<file path="config.mk">
export PLATFORM = sky130hd
export DESIGN_NAME = mu0_control_flat
export DESIGN_NICKNAME = d
export VERILOG_FILES = /design/src/rtl/mu0_control_if.sv /design/src/rtl/mu0_control.sv /design/src/flat_wrapper.sv
export SDC_FILE = /design/constraint.sdc
export NUM_CORES = 1
export LEC_CHECK = 0
export BUFFER_PORTS_ARGS = -buffer_cell sky130_fd_sc_hd__buf_2
export CORE_MARGIN = 4
export CORE_UTILIZATION = 51
export CTS_CLUSTER_SIZE = 25
export DETAILED_ROUTE_END_ITERATION = 6
export HOLD_SLACK_MARGIN = 0.15
export PLACE_DENSITY = 0.79
export SYNTH_ARGS = -nofsm -noshare
export SYNTH_HDL_FRONTEND = slang
export SYNTH_SLANG_ARGS = --single-unit
</file>
<file path="constraint.sdc">
create_clock -name clk -period 2.5 [get_ports clk]
set_input_delay 0.125 -clock clk [delete_from_list [all_inputs] [get_ports clk]]
set_output_delay 0.125 -clock clk [all_outputs]
set_load 0.05 [all_outputs]
</file>
<file path="src/rtl/mu0_control_if.sv">
// Control bundle between the MU0 fetch/execute controller and its datapath and memory port.
// master = controller side, slave = datapath/memory side.
interface mu0_control_if #(
    parameter int unsigned CNT_W = 16
);
    logic             run;
    logic [3:0]       f;
    logic             n;
    logic             z;
    logic             mem_ack;
    logic             mem_req;
    logic             mem_wr;
    logic             addr_sel;
    logic             x_sel;
    logic             y_sel;
    logic [1:0]       m;
    logic             acc_en;
    logic             pc_en;
    logic             ir_en;
    logic             halted;
    logic             fault;
    logic [CNT_W-1:0] instr_count;

    modport master (
        input  run, f, n, z, mem_ack,
        output mem_req, mem_wr, addr_sel, x_sel, y_sel, m,
               acc_en, pc_en, ir_en, halted, fault, instr_count
    );

    modport slave (
        output run, f, n, z, mem_ack,
        input  mem_req, mem_wr, addr_sel, x_sel, y_sel, m,
               acc_en, pc_en, ir_en, halted, fault, instr_count
    );
endinterface

</file>
<file path="src/rtl/mu0_control.sv">
// MU0 fetch/execute controller: sequences memory via req/ack with a wait-state timeout,
// drives the ALU mode and datapath muxes/enables, and counts retired instructions.
module mu0_control #(
    parameter int unsigned WAIT_MAX = 16,
    parameter int unsigned CNT_W    = 16
) (
    input  logic          clk,
    input  logic          rst_n,
    mu0_control_if.master bus
);
    localparam int unsigned WAIT_W    = (WAIT_MAX > 1) ? $clog2(WAIT_MAX) : 1;
    localparam int unsigned WAIT_LAST = (WAIT_MAX > 0) ? (WAIT_MAX - 1) : 0;

    localparam logic [2:0] ST_IDLE  = 3'd0;
    localparam logic [2:0] ST_FETCH = 3'd1;
    localparam logic [2:0] ST_EXEC  = 3'd2;
    localparam logic [2:0] ST_HALT  = 3'd3;
    localparam logic [2:0] ST_FAULT = 3'd4;

    localparam logic [3:0] OP_LDA = 4'd0;
    localparam logic [3:0] OP_STA = 4'd1;
    localparam logic [3:0] OP_ADD = 4'd2;
    localparam logic [3:0] OP_SUB = 4'd3;
    localparam logic [3:0] OP_JMP = 4'd4;
    localparam logic [3:0] OP_JGE = 4'd5;
    localparam logic [3:0] OP_JNE = 4'd6;
    localparam logic [3:0] OP_STP = 4'd7;

    localparam logic [1:0] M_Y    = 2'b00;
    localparam logic [1:0] M_ADD  = 2'b01;
    localparam logic [1:0] M_INC  = 2'b10;
    localparam logic [1:0] M_SUB  = 2'b11;

    logic [2:0]        state_q, state_d;
    logic [WAIT_W-1:0] wait_cnt_q, wait_cnt_d;
    logic [CNT_W-1:0]  count_q, count_d;

    logic       mem_req, mem_wr, addr_sel, x_sel, y_sel;
    logic [1:0] m;
    logic       acc_en, pc_en, ir_en, halted, fault;
    logic       retire;
    logic       timeout;
    logic       take_jump;
    logic [2:0] after_instr;

    // Request has sat unacknowledged for WAIT_MAX cycles once this cycle also goes unacked.
    assign timeout = (WAIT_MAX != 0) && (wait_cnt_q == WAIT_W'(WAIT_LAST));

    // Next state, control outputs and counter updates.
    always_comb begin
        state_d     = state_q;
        mem_req     = 1'b0;
        mem_wr      = 1'b0;
        addr_sel    = 1'b0;
        x_sel       = 1'b0;
        y_sel       = 1'b0;
        m           = M_Y;
        acc_en      = 1'b0;
        pc_en       = 1'b0;
        ir_en       = 1'b0;
        halted      = 1'b0;
        fault       = 1'b0;
        retire      = 1'b0;
        take_jump   = 1'b0;
        after_instr = bus.run ? ST_FETCH : ST_IDLE;

        case (state_q)
            ST_IDLE: begin
                if (bus.run) begin
                    state_d = ST_FETCH;
                end
            end

            ST_FETCH: begin
                mem_req = 1'b1;
                if (bus.mem_ack) begin
                    ir_en   = 1'b1;
                    x_sel   = 1'b1;
                    m       = M_INC;
                    pc_en   = 1'b1;
                    state_d = ST_EXEC;
                end else if (timeout) begin
                    state_d = ST_FAULT;
                end
            end

            ST_EXEC: begin
                case (bus.f)
                    OP_LDA, OP_STA, OP_ADD, OP_SUB: begin
                        mem_req  = 1'b1;
                        addr_sel = 1'b1;
                        mem_wr   = (bus.f == OP_STA);
                        if (bus.mem_ack) begin
                            retire  = 1'b1;
                            state_d = after_instr;
                            if (bus.f != OP_STA) begin
                                acc_en = 1'b1;
                                m      = (bus.f == OP_ADD) ? M_ADD :
                                         (bus.f == OP_SUB) ? M_SUB : M_Y;
                            end
                        end else if (timeout) begin
                            state_d = ST_FAULT;
                        end
                    end

                    OP_JMP, OP_JGE, OP_JNE: begin
                        take_jump = (bus.f == OP_JMP) ||
                                    ((bus.f == OP_JGE) && !bus.n) ||
                                    ((bus.f == OP_JNE) && !bus.z);
                        if (take_jump) begin
                            y_sel = 1'b1;
                            m     = M_Y;
                            pc_en = 1'b1;
                        end
                        retire  = 1'b1;
                        state_d = after_instr;
                    end

                    OP_STP: begin
                        retire  = 1'b1;
                        state_d = ST_HALT;
                    end

                    default: begin
                        state_d = ST_FAULT;
                    end
                endcase
            end

            ST_HALT: begin
                halted = 1'b1;
            end

            ST_FAULT: begin
                fault = 1'b1;
            end

            default: begin
                state_d = ST_IDLE;
            end
        endcase

        count_d = retire ? (count_q + CNT_W'(1)) : count_q;

        // Wait counter only tracks the current unacknowledged request.
        if ((state_d != state_q) || bus.mem_ack) begin
            wait_cnt_d = '0;
        end else if (mem_req) begin
            wait_cnt_d = wait_cnt_q + WAIT_W'(1);
        end else begin
            wait_cnt_d = wait_cnt_q;
        end
    end

    always_ff @(posedge clk or negedge rst_n) begin
        if (!rst_n) begin
            state_q    <= ST_IDLE;
            wait_cnt_q <= '0;
            count_q    <= '0;
        end else begin
            state_q    <= state_d;
            wait_cnt_q <= wait_cnt_d;
            count_q    <= count_d;
        end
    end

    assign bus.mem_req     = mem_req;
    assign bus.mem_wr      = mem_wr;
    assign bus.addr_sel    = addr_sel;
    assign bus.x_sel       = x_sel;
    assign bus.y_sel       = y_sel;
    assign bus.m           = m;
    assign bus.acc_en      = acc_en;
    assign bus.pc_en       = pc_en;
    assign bus.ir_en       = ir_en;
    assign bus.halted      = halted;
    assign bus.fault       = fault;
    assign bus.instr_count = count_q;

endmodule

</file>
<file path="src/flat_wrapper.sv">
// flat-port wrapper written by rule: the top's interface ports become plain ports
module mu0_control_flat 
#(
    parameter int unsigned WAIT_MAX = 16,
    parameter int unsigned CNT_W    = 16
)
  (clk, rst_n, bus_run, bus_f, bus_n, bus_z, bus_mem_ack, bus_mem_req, bus_mem_wr, bus_addr_sel, bus_x_sel, bus_y_sel, bus_m, bus_acc_en, bus_pc_en, bus_ir_en, bus_halted, bus_fault, bus_instr_count);
  mu0_control_if #(.CNT_W(CNT_W)) bus_i ();
  input  logic clk;
  input  logic rst_n;
  input wire logic [$bits(bus_i.run)-1:0] bus_run;
  input wire logic [$bits(bus_i.f)-1:0] bus_f;
  input wire logic [$bits(bus_i.n)-1:0] bus_n;
  input wire logic [$bits(bus_i.z)-1:0] bus_z;
  input wire logic [$bits(bus_i.mem_ack)-1:0] bus_mem_ack;
  output wire logic [$bits(bus_i.mem_req)-1:0] bus_mem_req;
  output wire logic [$bits(bus_i.mem_wr)-1:0] bus_mem_wr;
  output wire logic [$bits(bus_i.addr_sel)-1:0] bus_addr_sel;
  output wire logic [$bits(bus_i.x_sel)-1:0] bus_x_sel;
  output wire logic [$bits(bus_i.y_sel)-1:0] bus_y_sel;
  output wire logic [$bits(bus_i.m)-1:0] bus_m;
  output wire logic [$bits(bus_i.acc_en)-1:0] bus_acc_en;
  output wire logic [$bits(bus_i.pc_en)-1:0] bus_pc_en;
  output wire logic [$bits(bus_i.ir_en)-1:0] bus_ir_en;
  output wire logic [$bits(bus_i.halted)-1:0] bus_halted;
  output wire logic [$bits(bus_i.fault)-1:0] bus_fault;
  output wire logic [$bits(bus_i.instr_count)-1:0] bus_instr_count;
  assign bus_i.run = bus_run;
  assign bus_i.f = bus_f;
  assign bus_i.n = bus_n;
  assign bus_i.z = bus_z;
  assign bus_i.mem_ack = bus_mem_ack;
  assign bus_mem_req = bus_i.mem_req;
  assign bus_mem_wr = bus_i.mem_wr;
  assign bus_addr_sel = bus_i.addr_sel;
  assign bus_x_sel = bus_i.x_sel;
  assign bus_y_sel = bus_i.y_sel;
  assign bus_m = bus_i.m;
  assign bus_acc_en = bus_i.acc_en;
  assign bus_pc_en = bus_i.pc_en;
  assign bus_ir_en = bus_i.ir_en;
  assign bus_halted = bus_i.halted;
  assign bus_fault = bus_i.fault;
  assign bus_instr_count = bus_i.instr_count;
  mu0_control #(.WAIT_MAX(WAIT_MAX), .CNT_W(CNT_W)) u_core (.clk(clk), .rst_n(rst_n), .bus(bus_i));
endmodule
</file>
==> metrics.txt, run 1 <==
# TYPE chip_impl_metric gauge
chip_impl_info{name="clock_tree.root_cell",value="sky130_fd_sc_hd__clkbuf_4"} 1
chip_impl_metric{name="ys_types",unit=""} 45
chip_impl_info{name="worst_hold_startpoint",value="bus_f[3]"} 1
chip_impl_metric{name="layout-area-overhead-vs-synth",unit="%"} 17.29
chip_impl_metric{name="cts-buffers-inserted",unit=""} 3
chip_impl_info{name="crit_type",value="reg2out"} 1
chip_impl_metric{name="yosys_warnings",unit=""} 0
chip_impl_metric{name="wire_length_of_the_first_global_routing_pass",unit="mm"} 4.685
chip_impl_metric{name="design.die.area",unit="mm²"} 0.003492
chip_impl_metric{name="vias",unit=""} 1087
chip_impl_metric{name="initialDrtViolationCount",unit=""} 29
chip_impl_info{name="crit_start",value="u_core.state_q[1]"} 1
chip_impl_info{name="synth-main-ff-cell",value="sky130_fd_sc_hd__dfrtp_1"} 1
chip_impl_metric{name="largest_fanout_on_the_critical_path",unit=""} 16
chip_impl_metric{name="clkSlewWorstSetupHoldPaths",unit="ns"} 0.12
chip_impl_metric{name="globalRouteOverflowTotal",unit=""} 0
chip_impl_metric{name="synthesis.area",unit="mm²"} 0.001331
chip_impl_metric{name="finish.net_count",unit=""} 178
chip_impl_metric{name="synth_seq_cells",unit=""} 23
chip_impl_info{name="worstSetupStartpointType",value="flop"} 1
chip_impl_info{name="route.top_layer_used",value="met4"} 1
chip_impl_metric{name="fin_tns_setup",unit="ns"} 0
chip_impl_metric{name="fp.dieH",unit="µm"} 59.09
chip_impl_metric{name="synth.yosys.seq_area_share",unit="%"} 43.23
chip_impl_info{name="whs_endpoint",value="u_core.state_q[2]"} 1
chip_impl_metric{name="post_cts_resize_count",unit=""} 0
chip_impl_metric{name="clock_tree.buffer_depth",unit=""} 2
chip_impl_metric{name="postSynth.asyncResetShare",unit="%"} 100.0
chip_impl_metric{name="htree_num_levels",unit=""} 1
chip_impl_metric{name="fp.coreArea",unit="mm²"} 0.002477
chip_impl_metric{name="postRouteWirelength",unit="mm"} 2.662
chip_impl_metric{name="post_route_cells_drive_above_1_share",unit="%"} 30.30
chip_impl_metric{name="number_of_global_route_vias_before_repair",unit=""} 1090
chip_impl_metric{name="grt_start_max_net_pins",unit=""} 24
chip_impl_metric{name="min_delay_path_depth",unit=""} 3
chip_impl_info{name="worstReg2RegEnd",value="u_core.bus.instr_count[1]"} 1
chip_impl_metric{name="fin_skew",unit="ns"} 0.002389
chip_impl_metric{name="initial_utilization",unit="%"} 53.74
chip_impl_metric{name="insertion_delay",unit="ns"} 0.30
chip_impl_metric{name="fin_crit",unit="ns"} 2.064
chip_impl_info{name="r2r-start",value="u_core.state_q[1]"} 1
chip_impl_metric{name="synth.net_count",unit=""} 141
chip_impl_metric{name="route.met3.wl",unit="µm"} 152
chip_impl_metric{name="final_core_utilization",unit="%"} 63.03
chip_impl_metric{name="finalSetupViolCount",unit=""} 0
chip_impl_metric{name="i_o_pin_count",unit=""} 38
chip_impl_metric{name="die_width",unit="µm"} 59.09
chip_impl_metric{name="detail-route-antenna-nets",unit=""} 0
chip_impl_metric{name="worst_ir_drop_vdd",unit="mV"} 0.2313
chip_impl_metric{name="drc_errors",unit=""} 0
chip_impl_info{name="rsz_0062_raised_after_global_routing",value="false"} 1
chip_impl_metric{name="antenna_found_initial",unit=""} 0
chip_impl_info{name="setup.worst_path.end_class",value="primary output"} 1
chip_impl_metric{name="reg2regPathDepth",unit=""} 3
chip_impl_metric{name="worst_ep_required_time",unit="ns"} 2.38
chip_impl_metric{name="drv.max_cap_violation_count",unit=""} 0
chip_impl_metric{name="numClockSinks",unit=""} 23
chip_impl_metric{name="met2_wirelength",unit="mm"} 1.218
chip_impl_metric{name="grtUsageTotal",unit="%"} 16.97
chip_impl_metric{name="regToRegSetupSlack",unit="ns"} 0.60
chip_impl_metric{name="gp_congestion",unit=""} 0.8870
chip_impl_metric{name="power.static_leakage",unit="nW"} 0.7787
chip_impl_metric{name="num_antenna_cells",unit=""} 0
chip_impl_metric{name="detail_route.wl_per_cell",unit="µm"} 13.65
chip_impl_metric{name="synth-edff-count",unit=""} 0
chip_impl_metric{name="total_power",unit="µW"} 571.9
chip_impl_metric{name="dp_hpwl",unit="mm"} 2.038
chip_impl_info{name="hold_class",value="in2reg"} 1
chip_impl_metric{name="postSynthCellCount",unit=""} 129
chip_impl_metric{name="post_cts_buffers",unit=""} 0
chip_impl_metric{name="cp.arrival",unit="ns"} 1.94
chip_impl_info{name="run_status",value="complete, no violations"} 1
chip_impl_metric{name="timing_max_transition_violations_final",unit=""} 0
chip_impl_metric{name="finalHoldViolCount",unit=""} 0
chip_impl_info{name="tritoncts",value="done"} 1
chip_impl_metric{name="wl_met1",unit="mm"} 1.252
chip_impl_metric{name="max_slew.worst_pin.slew",unit="ns"} 0.5083
chip_impl_metric{name="detail_route.first_pass.iterations",unit=""} 4
chip_impl_metric{name="layout_worst_path_cycle_share",unit="%"} 82.56
chip_impl_metric{name="vias_per_cell",unit=""} 5.574
chip_impl_metric{name="portBuffers",unit=""} 37
chip_impl_metric{name="powerDensity",unit="mW/mm²"} 366.2
chip_impl_metric{name="synth_area_per_cell",unit="µm²"} 10.32
chip_impl_metric{name="max_slew_margin",unit="%"} 66.12
chip_impl_metric{name="num_rows",unit=""} 18
chip_impl_metric{name="post_layout_instance_count_excluding_filler_cells",unit=""} 195
chip_impl_metric{name="dp_cells",unit=""} 189
chip_impl_metric{name="clock.fmax",unit="MHz"} 484.5
chip_impl_metric{name="cts_hold_buf",unit=""} 2
-- synthesized netlist by cell type (2+ instances only) --
| master | number | area (µm²) |
|---|---|---|
| sky130_fd_sc_hd__nand2_1 | 8 | 30.03 |
| sky130_fd_sc_hd__a21oi_1 | 5 | 25.02 |
| sky130_fd_sc_hd__nor2_1 | 6 | 22.52 |
| sky130_fd_sc_hd__inv_1 | 2 | 7.510 |
| sky130_fd_sc_hd__dfrtp_1 | 23 | 575.6 |
| sky130_fd_sc_hd__o21bai_1 | 2 | 15.01 |
| sky130_fd_sc_hd__and3_1 | 5 | 31.28 |
| sky130_fd_sc_hd__nand4_1 | 5 | 31.28 |
| sky130_fd_sc_hd__nor4_1 | 3 | 18.77 |
| sky130_fd_sc_hd__or4b_4 | 2 | 27.53 |
| sky130_fd_sc_hd__nor2b_1 | 3 | 18.77 |
| sky130_fd_sc_hd__nand3_1 | 9 | 45.04 |
| sky130_fd_sc_hd__clkbuf_1 | 4 | 15.01 |
| sky130_fd_sc_hd__nand2b_1 | 3 | 18.77 |
| sky130_fd_sc_hd__xnor2_1 | 16 | 140.1 |
| sky130_fd_sc_hd__ha_1 | 2 | 25.02 |
| sky130_fd_sc_hd__xor2_1 | 2 | 17.52 |
| sky130_fd_sc_hd__nor3_4 | 2 | 32.53 |
-- report_power, final --
part | leakage, nW | total [mW] | internal, mW | switching, mW
sequential | 0.316 | 0.372 | 0.372 | 0.000000000000000144
clock | 0.0150 | 0.165 | 0.0621 | 0.103
combinational | 0.447 | 0.0345 | 0.0119 | 0.0227
-- cells by family after synthesis --
logic type	share of synthesized area [%]
buffers and inverters	3.477
XOR/XNOR	11.84
AND/OR/NAND/NOR	24.91
multiplexers	1.598
AO/OA/AOI/OAI	13.06
adder cells (fa/ha/maj)	1.879
flip-flops	43.23
-- cell usage in the layout, fill, tap and decap left out, types with 2 or more instances in the layout --
cell,instances
sky130_fd_sc_hd__a21oi_1,5
sky130_fd_sc_hd__and3_1,5
sky130_fd_sc_hd__buf_2,37
sky130_fd_sc_hd__clkbuf_4,3
sky130_fd_sc_hd__dfrtp_1,23
sky130_fd_sc_hd__dlygate4sd3_1,2
sky130_fd_sc_hd__ha_1,2
sky130_fd_sc_hd__inv_1,2
sky130_fd_sc_hd__nand2_1,8
sky130_fd_sc_hd__nand2b_1,3
sky130_fd_sc_hd__nand3_1,9
sky130_fd_sc_hd__nand4_1,5
sky130_fd_sc_hd__nor2_1,6
sky130_fd_sc_hd__nor2b_1,3
sky130_fd_sc_hd__nor3_4,2
sky130_fd_sc_hd__nor4_1,3
sky130_fd_sc_hd__o21bai_1,2
sky130_fd_sc_hd__or4b_4,2
sky130_fd_sc_hd__xnor2_1,16
sky130_fd_sc_hd__xor2_1,2
-- metal layers --
metal | up-vias | global-route usage [%]
met2 | 36 | 29.50
met4 | 0 | 6.796
met1 | 508 | 21.46
met3 | 4 | 1.743
li1 | 539 | -
met5 | - | 0
-- registers in the layout (all words and copies together) (netlist names) --
register and flops:
u_core.bus.instr_count 16, u_core.state_q 3, u_core.wait_cnt_q 4
-- how the worst max path moves through the flow --
stage / to / slack [ns] / cells past startpoint
floorplan: bus_pc_en / 0.01 / 4
global placement: u_core.bus.instr_count[1] / 0.67 / 3
detailed placement: u_core.bus.instr_count[1] / 0.62 / 3
CTS: bus_mem_req / 0.42 / 3
global route: bus_mem_req / 0.33 / 3
finish: bus_mem_req / 0.44 / 3
-- worst max-delay path: stages (launching register included) --
cell and delay [ns]:
sky130_fd_sc_hd__dfrtp_1 0.61, sky130_fd_sc_hd__or4b_4 0.56, sky130_fd_sc_hd__a21oi_4 0.19, sky130_fd_sc_hd__buf_2 0.29
-- layout make-up --
cell class                      instances  area (µm²)
Timing Repair Buffer                   39       205.2
Inverter                                2       7.507
Tap cell                               30       37.54
Clock buffer                            4       26.28
Sequential cell                        23       575.6
Multi-Input combinational cell         97       709.4
Fill cell                             228       915.9
-- metrics by stage --
| step | hold slack (ns) | worst slack, ns | instance area (µm²) |
|---|---|---|---|
| floorplan | -0.1706 | 0.01426 | 1331 |
| global placement | 0.1190 | 0.6709 | 1515 |
| detailed placement | 0.1234 | 0.6170 | 1515 |
| CTS | 0.2653 | 0.4194 | 1562 |
| global route | 0.3054 | 0.3303 | 1562 |
| finish | 0.2634 | 0.4359 | 1562 |
Power figures use the tool's default switching activity.
==> run 2, diff against run 1 <==
Clock period 2.5 ns to 2 ns, I/O delays scaled along.
==> run 2 against run 1 <==
  * Worst hold slack got worse by 0.087 ns
  * Sequential power up 25%
  * Via count is 3.6% higher
  * Critical path depth is 1 higher
  * Setup slack got worse by 0.35 ns
  * Wire length grew 12%
  * Non-clock buffer count is 4 higher
  * First-iteration DRC count fell by 14%
  * Cell count grew 2.1%
  * Total power increased by 28%
  * Core utilization is 2.4 points higher
  * Critical path type unchanged
  * Critical endpoint unchanged
  * Highest routed layer unchanged
==> metrics.txt, run 2 (synthesized netlist as in run 1, its figures left out) <==
# TYPE chip_impl_metric gauge
chip_impl_info{name="run_status",value="complete, no violations"} 1
chip_impl_metric{name="i_o_pin_count",unit=""} 38
chip_impl_metric{name="cp.arrival",unit="ns"} 1.81
chip_impl_metric{name="n_fill_cell",unit=""} 204
chip_impl_metric{name="htree_num_levels",unit=""} 1
chip_impl_metric{name="delay_of_the_slowest_critical_path_stage",unit="ns"} 0.53
chip_impl_metric{name="num_rows",unit=""} 18
chip_impl_info{name="hold_class",value="in2reg"} 1
chip_impl_metric{name="logic_pwr_share",unit="%"} 6.0
chip_impl_info{name="setup.worst_path.end_class",value="primary output"} 1
chip_impl_metric{name="layout_worst_path_cycle_share",unit="%"} 95.53
chip_impl_metric{name="initialDrtViolationCount",unit=""} 25
chip_impl_metric{name="num_antenna_cells",unit=""} 0
chip_impl_metric{name="placed_area",unit="mm²"} 0.001553
chip_impl_metric{name="postRouteWirelength",unit="mm"} 2.994
chip_impl_metric{name="post_route_cells_drive_above_1_share",unit="%"} 36.09
chip_impl_info{name="clock_tree.root_cell",value="sky130_fd_sc_hd__clkbuf_4"} 1
chip_impl_metric{name="finish.net_count",unit=""} 182
chip_impl_metric{name="fp.dieH",unit="µm"} 59.09
chip_impl_metric{name="portBuffers",unit=""} 37
chip_impl_metric{name="wire_length_of_the_first_global_routing_pass",unit="mm"} 4.968
chip_impl_metric{name="antenna_found_initial",unit=""} 0
chip_impl_metric{name="clock_tree.buffer_depth",unit=""} 2
chip_impl_metric{name="fin_tns_setup",unit="ns"} 0
chip_impl_info{name="worstSetupStartpointType",value="flop"} 1
chip_impl_metric{name="post_layout_instance_count_excluding_filler_cells",unit=""} 199
chip_impl_metric{name="design_area",unit="mm²"} 0.001622
chip_impl_metric{name="timing_max_transition_violations_final",unit=""} 0
chip_impl_metric{name="insertion_delay",unit="ns"} 0.32
chip_impl_metric{name="clock_power_share",unit="%"} 30.6
chip_impl_metric{name="clock.fmax",unit="MHz"} 523.4
chip_impl_metric{name="fin_hold_ws",unit="ns"} 0.1766
chip_impl_metric{name="drc_errors",unit=""} 0
chip_impl_info{name="rsz_0062_raised_after_global_routing",value="false"} 1
chip_impl_metric{name="finalSetupViolCount",unit=""} 0
chip_impl_metric{name="multi_input_area",unit="µm²"} 726.9
chip_impl_metric{name="powerDensity",unit="mW/mm²"} 451.8
chip_impl_info{name="tritoncts",value="done"} 1
chip_impl_metric{name="fin_crit",unit="ns"} 1.911
chip_impl_metric{name="gp_congestion",unit=""} 0.8448
chip_impl_metric{name="max_slew_margin",unit="%"} 66.00
chip_impl_metric{name="globalRouteOverflowTotal",unit=""} 0
chip_impl_metric{name="die_width",unit="µm"} 59.09
chip_impl_info{name="critical_path.slowest_cell",value="sky130_fd_sc_hd__or4b_4"} 1
chip_impl_metric{name="worst_ir_drop_vdd",unit="mV"} 0.3120
chip_impl_metric{name="design.die.area",unit="mm²"} 0.003492
chip_impl_metric{name="largest_fanout_on_the_critical_path",unit=""} 11
chip_impl_info{name="timing.critical_path.cells",value="buf_4, or4b_4, a21oi_4, buf_6"} 1
chip_impl_metric{name="detail-route-antenna-nets",unit=""} 0
chip_impl_metric{name="fin_skew",unit="ns"} 0.004373
chip_impl_metric{name="grtUsageTotal",unit="%"} 19.03
chip_impl_metric{name="dp_cells",unit=""} 192
chip_impl_metric{name="drv.max_cap_violation_count",unit=""} 0
chip_impl_metric{name="clkSlewWorstSetupHoldPaths",unit="ns"} 0.13
chip_impl_metric{name="max_slew.worst_pin.slew",unit="ns"} 0.5100
chip_impl_metric{name="power_frac_seq",unit="%"} 63.5
chip_impl_metric{name="finalHoldViolCount",unit=""} 0
chip_impl_metric{name="dp_hpwl",unit="mm"} 2.260
chip_impl_info{name="layout_common_cells",value="sky130_fd_sc_hd__buf_2 (34), sky130_fd_sc_hd__dfrtp_1 (23), sky130_fd_sc_hd__xnor2_1 (16)"} 1
chip_impl_info{name="crit_type",value="reg2out"} 1
chip_impl_metric{name="fp.coreArea",unit="mm²"} 0.002477
chip_impl_metric{name="area.sequential",unit="µm²"} 575.6
chip_impl_metric{name="numClockSinks",unit=""} 23
chip_impl_metric{name="initial_utilization",unit="%"} 53.74
chip_impl_metric{name="total_switching_power",unit="µW"} 177.8
chip_impl_metric{name="detail_route.wl_per_cell",unit="µm"} 15.05
chip_impl_metric{name="swShare",unit="%"} 24.26
chip_impl_metric{name="worst_ep_required_time",unit="ns"} 1.90
chip_impl_metric{name="vias_per_cell",unit=""} 5.658
chip_impl_metric{name="vias",unit=""} 1126
chip_impl_metric{name="largest_reg_flops",unit=""} 16
chip_impl_metric{name="power.static_leakage",unit="nW"} 0.8000
chip_impl_metric{name="layout-area-overhead-vs-synth",unit="%"} 21.80
chip_impl_metric{name="detail_route.first_pass.iterations",unit=""} 4
chip_impl_metric{name="number_of_global_route_vias_before_repair",unit=""} 1077
chip_impl_metric{name="grt_start_max_net_pins",unit=""} 24
chip_impl_metric{name="cts-buffers-inserted",unit=""} 3
chip_impl_info{name="layout_commonest_cell",value="sky130_fd_sc_hd__buf_2"} 1
chip_impl_metric{name="internal_power",unit="µW"} 554.9
[run 2: changes by cell type in the layout (fill, tap and decap cells not counted), sizes merged]
cell	previous run	this run
buf	37	40
clkinv	0	1
[run 2: per-layer routing]
metal  up-vias  part of all wire, %  wire length (µm)  GRT usage, %
met5         -                    0                 0             0
met4         0                  2.3                69         10.36
met3         7                  4.0               120         3.050
met2        26                   52              1565         31.39
met1       546                   41              1239         23.69
li1        547                    -                 -             -
[run 2: power by group through the flow]
stage                     clock network (mW)  registers [mW]  logic, mW
after floorplan                            0           0.474     0.0170
after global placement                     0           0.474     0.0400
after detailed placement                   0           0.474     0.0413
after CTS                              0.230           0.465     0.0443
after global routing                   0.241           0.465     0.0500
final                                  0.224           0.465     0.0438
[run 2: final timing paths]
check                                      startpoint                         end  slack (ns)  cells past startpoint
setup / recovery                    u_core.state_q[0]                 bus_mem_req        0.09                      4
hold / removal                               bus_f[3]           u_core.state_q[2]        0.18                      3
setup reg to reg                    u_core.state_q[0]        u_core.wait_cnt_q[1]        0.21                      6
hold reg to reg            u_core.bus.instr_count[15]  u_core.bus.instr_count[15]        0.48                      1
max in group asynchronous                       rst_n           u_core.state_q[0]        1.40                      2
min in group asynchronous                       rst_n   u_core.bus.instr_count[7]        0.26                      2
[run 2: final cells by class]
class                   count  area share, %
clock inverters             1         0.3086
repair buffers             43          15.20
multi-input cells          97          44.83
flip-flops and latches     23          35.49
well taps                  30          2.315
inverters                   2         0.4630
clock buffers               3          1.389
[run 2: critical path: cells and delay by family (launching register included)]
kind	cells	cell delay [ns]
DFF	1	0.43
buffers and inverters	2	0.35
and+or+nand+nor	1	0.53
AOI/OAI and AO/OA	1	0.18
[run 2: metrics by stage]
step                      setup slack (ns)  utilization [%]  power [mW]
final                              0.08947            65.45      0.7327
after CTS                          0.01979            64.80      0.7394
after detailed placement            0.2439            62.68      0.5151
after global placement              0.3214            62.68      0.5139
after floorplan                    0.04665                -      0.4910
after global routing               0.01069            65.45      0.7561
[run 2: what timing repair did]
item	in CTS	in global routing
pin swaps	0	1
buffers inserted	0	1
hold endpoints to repair	28	0
gates resized for setup	2	3
hold buffers	2	0
endpoints found under the setup margin	2	4
==> run 3, diff against run 2 <==
Settings changed: CORE_UTILIZATION 51 to 45, GPL_TIMING_DRIVEN set to 0, PLACE_DENSITY 0.79 to 0.71.
==> run 3 against run 2 <==
  * Core utilization is 7.1 points lower
  * Setup slack better by 0.0040 ns
  * Highest routed layer unchanged
  * Die area rose by 11%
==> metrics.txt, run 3 (synthesized netlist as in run 1, its figures left out) <==
# TYPE chip_impl_metric gauge
chip_impl_info{name="crit_type",value="reg2out"} 1
chip_impl_metric{name="area.sequential",unit="µm²"} 575.6
chip_impl_info{name="worstSetupStartpointType",value="flop"} 1
chip_impl_metric{name="fin_skew",unit="ns"} 0.01038
chip_impl_metric{name="design_area",unit="mm²"} 0.001624
chip_impl_metric{name="i_o_pin_count",unit=""} 38
chip_impl_metric{name="layout-area-overhead-vs-synth",unit="%"} 21.99
chip_impl_info{name="critical_path.slowest_cell",value="sky130_fd_sc_hd__dfrtp_1"} 1
chip_impl_metric{name="timing_max_transition_violations_final",unit=""} 0
chip_impl_metric{name="initial_utilization",unit="%"} 47.86
chip_impl_metric{name="worst-path-stages",unit=""} 6
chip_impl_metric{name="clock_power_share",unit="%"} 29.5
chip_impl_metric{name="clkSlewWorstSetupHoldPaths",unit="ns"} 0.12
chip_impl_metric{name="reg2regPathDepth",unit=""} 4
chip_impl_metric{name="layout_worst_path_cycle_share",unit="%"} 95.33
chip_impl_metric{name="internal_power",unit="µW"} 553.6
chip_impl_metric{name="detail_route.first_pass.iterations",unit=""} 4
chip_impl_metric{name="fin_hold_ws",unit="ns"} 0.1799
chip_impl_info{name="layout_common_cells",value="sky130_fd_sc_hd__buf_2 (36), sky130_fd_sc_hd__dfrtp_1 (23), sky130_fd_sc_hd__xnor2_1 (16)"} 1
chip_impl_metric{name="delay_of_the_slowest_critical_path_stage",unit="ns"} 0.41
chip_impl_metric{name="largest_fanout_on_the_critical_path",unit=""} 10
chip_impl_metric{name="antenna_found_initial",unit=""} 0
chip_impl_metric{name="drc_errors",unit=""} 0
chip_impl_metric{name="grt_use_met2",unit="%"} 26.04
chip_impl_metric{name="design.die.area",unit="mm²"} 0.003893
chip_impl_metric{name="numClockSinks",unit=""} 23
chip_impl_metric{name="grt_start_max_net_pins",unit=""} 24
chip_impl_metric{name="power.static_leakage",unit="nW"} 0.8010
chip_impl_metric{name="post_layout_instance_count_excluding_filler_cells",unit=""} 202
chip_impl_info{name="grt.busiest_layer",value="met2"} 1
chip_impl_metric{name="postRouteWirelength",unit="mm"} 2.839
chip_impl_metric{name="total_switching_power",unit="µW"} 166.2
chip_impl_metric{name="worst_ep_required_time",unit="ns"} 1.90
chip_impl_metric{name="grt_use_met1",unit="%"} 17.24
chip_impl_metric{name="placed_area",unit="mm²"} 0.001565
chip_impl_metric{name="fin_tns_setup",unit="ns"} 0
chip_impl_metric{name="post_route_cells_drive_above_1_share",unit="%"} 35.67
chip_impl_metric{name="worst_ir_drop_vdd",unit="mV"} 0.4329
chip_impl_metric{name="dp_cells",unit=""} 196
chip_impl_metric{name="clock_tree.buffer_depth",unit=""} 2
chip_impl_metric{name="min_delay_path_depth",unit=""} 3
chip_impl_info{name="layout_commonest_cell",value="sky130_fd_sc_hd__buf_2"} 1
chip_impl_metric{name="fp.dieH",unit="µm"} 62.39
chip_impl_metric{name="wire_length_of_the_first_global_routing_pass",unit="mm"} 4.781
chip_impl_metric{name="max_slew_margin",unit="%"} 66.00
chip_impl_info{name="tritoncts",value="done"} 1
chip_impl_metric{name="max_slew.worst_pin.slew",unit="ns"} 0.5100
chip_impl_metric{name="dpl_worst_slack",unit="ns"} 0.1887
chip_impl_metric{name="swShare",unit="%"} 23.09
chip_impl_metric{name="num_antenna_cells",unit=""} 0
chip_impl_metric{name="finalHoldViolCount",unit=""} 0
chip_impl_metric{name="clock.fmax",unit="MHz"} 524.5
chip_impl_metric{name="die_width",unit="µm"} 62.39
chip_impl_metric{name="drv.max_cap_violation_count",unit=""} 0
chip_impl_metric{name="n_fill_cell",unit=""} 240
chip_impl_metric{name="detail_route.wl_per_cell",unit="µm"} 14.05
chip_impl_metric{name="globalRouteOverflowTotal",unit=""} 0
chip_impl_metric{name="logic_pwr_share",unit="%"} 6.0
chip_impl_info{name="cp_top_family",value="simple AND/OR/NAND/NOR gates"} 1
chip_impl_metric{name="htree_num_levels",unit=""} 1
chip_impl_info{name="clock_tree.root_cell",value="sky130_fd_sc_hd__clkbuf_4"} 1
chip_impl_metric{name="multi_input_area",unit="µm²"} 732.0
chip_impl_metric{name="powerDensity",unit="mW/mm²"} 443.2
chip_impl_metric{name="cts-buffers-inserted",unit=""} 3
chip_impl_metric{name="cp.arrival",unit="ns"} 1.81
chip_impl_info{name="timing.critical_path.cells",value="buf_4, nor2_4, and3_2, and3_2, a21o_2, clkbuf_4"} 1
chip_impl_metric{name="power_frac_seq",unit="%"} 64.6
chip_impl_info{name="run_status",value="complete, no violations"} 1
chip_impl_metric{name="path_buf_inv",unit=""} 2
chip_impl_metric{name="vias",unit=""} 1131
chip_impl_metric{name="vias_per_cell",unit=""} 5.599
chip_impl_metric{name="total_power",unit="µW"} 719.8
chip_impl_metric{name="fin_crit",unit="ns"} 1.907
chip_impl_metric{name="initialDrtViolationCount",unit=""} 72
chip_impl_metric{name="largest_reg_flops",unit=""} 16
chip_impl_metric{name="num_rows",unit=""} 19
chip_impl_metric{name="finish.net_count",unit=""} 184
chip_impl_info{name="rsz_0062_raised_after_global_routing",value="false"} 1
chip_impl_metric{name="dp_hpwl",unit="mm"} 2.111
chip_impl_info{name="setup.worst_path.end_class",value="primary output"} 1
chip_impl_metric{name="finalSetupViolCount",unit=""} 0
chip_impl_info{name="hold_class",value="in2reg"} 1
chip_impl_metric{name="setup_ws",unit="ns"} 0.09345
chip_impl_info{name="critical_path.most_common_cell",value="sky130_fd_sc_hd__and3_2"} 1
chip_impl_metric{name="detail-route-antenna-nets",unit=""} 0
chip_impl_metric{name="grtUsageTotal",unit="%"} 14.47
chip_impl_metric{name="number_of_global_route_vias_before_repair",unit=""} 1074
chip_impl_metric{name="insertion_delay",unit="ns"} 0.31
chip_impl_metric{name="fp.coreArea",unit="mm²"} 0.002781
chip_impl_metric{name="final_core_utilization",unit="%"} 58.39
chip_impl_metric{name="gp_congestion",unit=""} 0.8515
chip_impl_metric{name="portBuffers",unit=""} 36
chip_impl_metric{name="use_met3",unit="%"} 3.597
[run 3: changes by cell type in the layout (fill, tap and decap cells not counted)]
cell and delta:
sky130_fd_sc_hd__clkbuf_1 +3, sky130_fd_sc_hd__buf_2 +2, sky130_fd_sc_hd__buf_4 -2, sky130_fd_sc_hd__dlygate4sd3_1 -1, sky130_fd_sc_hd__nor2_2 -1, sky130_fd_sc_hd__nor2_4 +1
[run 3: area by class of cell]
cell class,instances,area share [%]
clock inverter,1,0.3082
buffer,7,2.619
tap,31,2.388
inverter,2,0.4622
clock buffer,3,1.387
multi-input combinational,97,45.07
timing repair buffer,38,12.33
sequential,23,35.44
[run 3: worst paths after layout]
check | startpoint | to | slack (ns)
worst min register to register | u_core.bus.instr_count[15] | u_core.bus.instr_count[15] | 0.49
worst min-delay path | bus_f[3] | u_core.state_q[2] | 0.18
worst max-delay path | u_core.state_q[0] | bus_m[1] | 0.09
max in group asynchronous | rst_n | u_core.wait_cnt_q[0] | 1.38
worst max register to register | u_core.state_q[2] | u_core.bus.instr_count[1] | 0.18
min in group asynchronous | rst_n | u_core.bus.instr_count[2] | 0.27
[run 3: what timing repair did]
action	in CTS	in global routing
buffers inserted	0	1
hold endpoints to repair	23	0
gates resized for setup	2	5
setup endpoints to repair	3	3
hold buffers	1	0
[run 3: routing by layer]
| metal | part of all wire (%) | wire, µm |
|---|---|---|
| met4 | 1.1 | 32 |
| met1 | 43 | 1234 |
| met2 | 50 | 1418 |
| met5 | 0 | 0 |
| met3 | 5.4 | 154 |
[run 3: tightest hold or removal path, stage by stage]
cell and delay (ns):
sky130_fd_sc_hd__buf_2 0.16, sky130_fd_sc_hd__a41oi_1 0.07, sky130_fd_sc_hd__o22ai_1 0.11
[run 3: power by group through the flow]
stage | registers (mW) | logic (mW) | clock network (mW)
finish | 0.465 | 0.0428 | 0.212
global route | 0.465 | 0.0484 | 0.242
CTS | 0.465 | 0.0436 | 0.221
detailed placement | 0.474 | 0.0419 | 0
global placement | 0.474 | 0.0408 | 0
floorplan | 0.474 | 0.0170 | 0
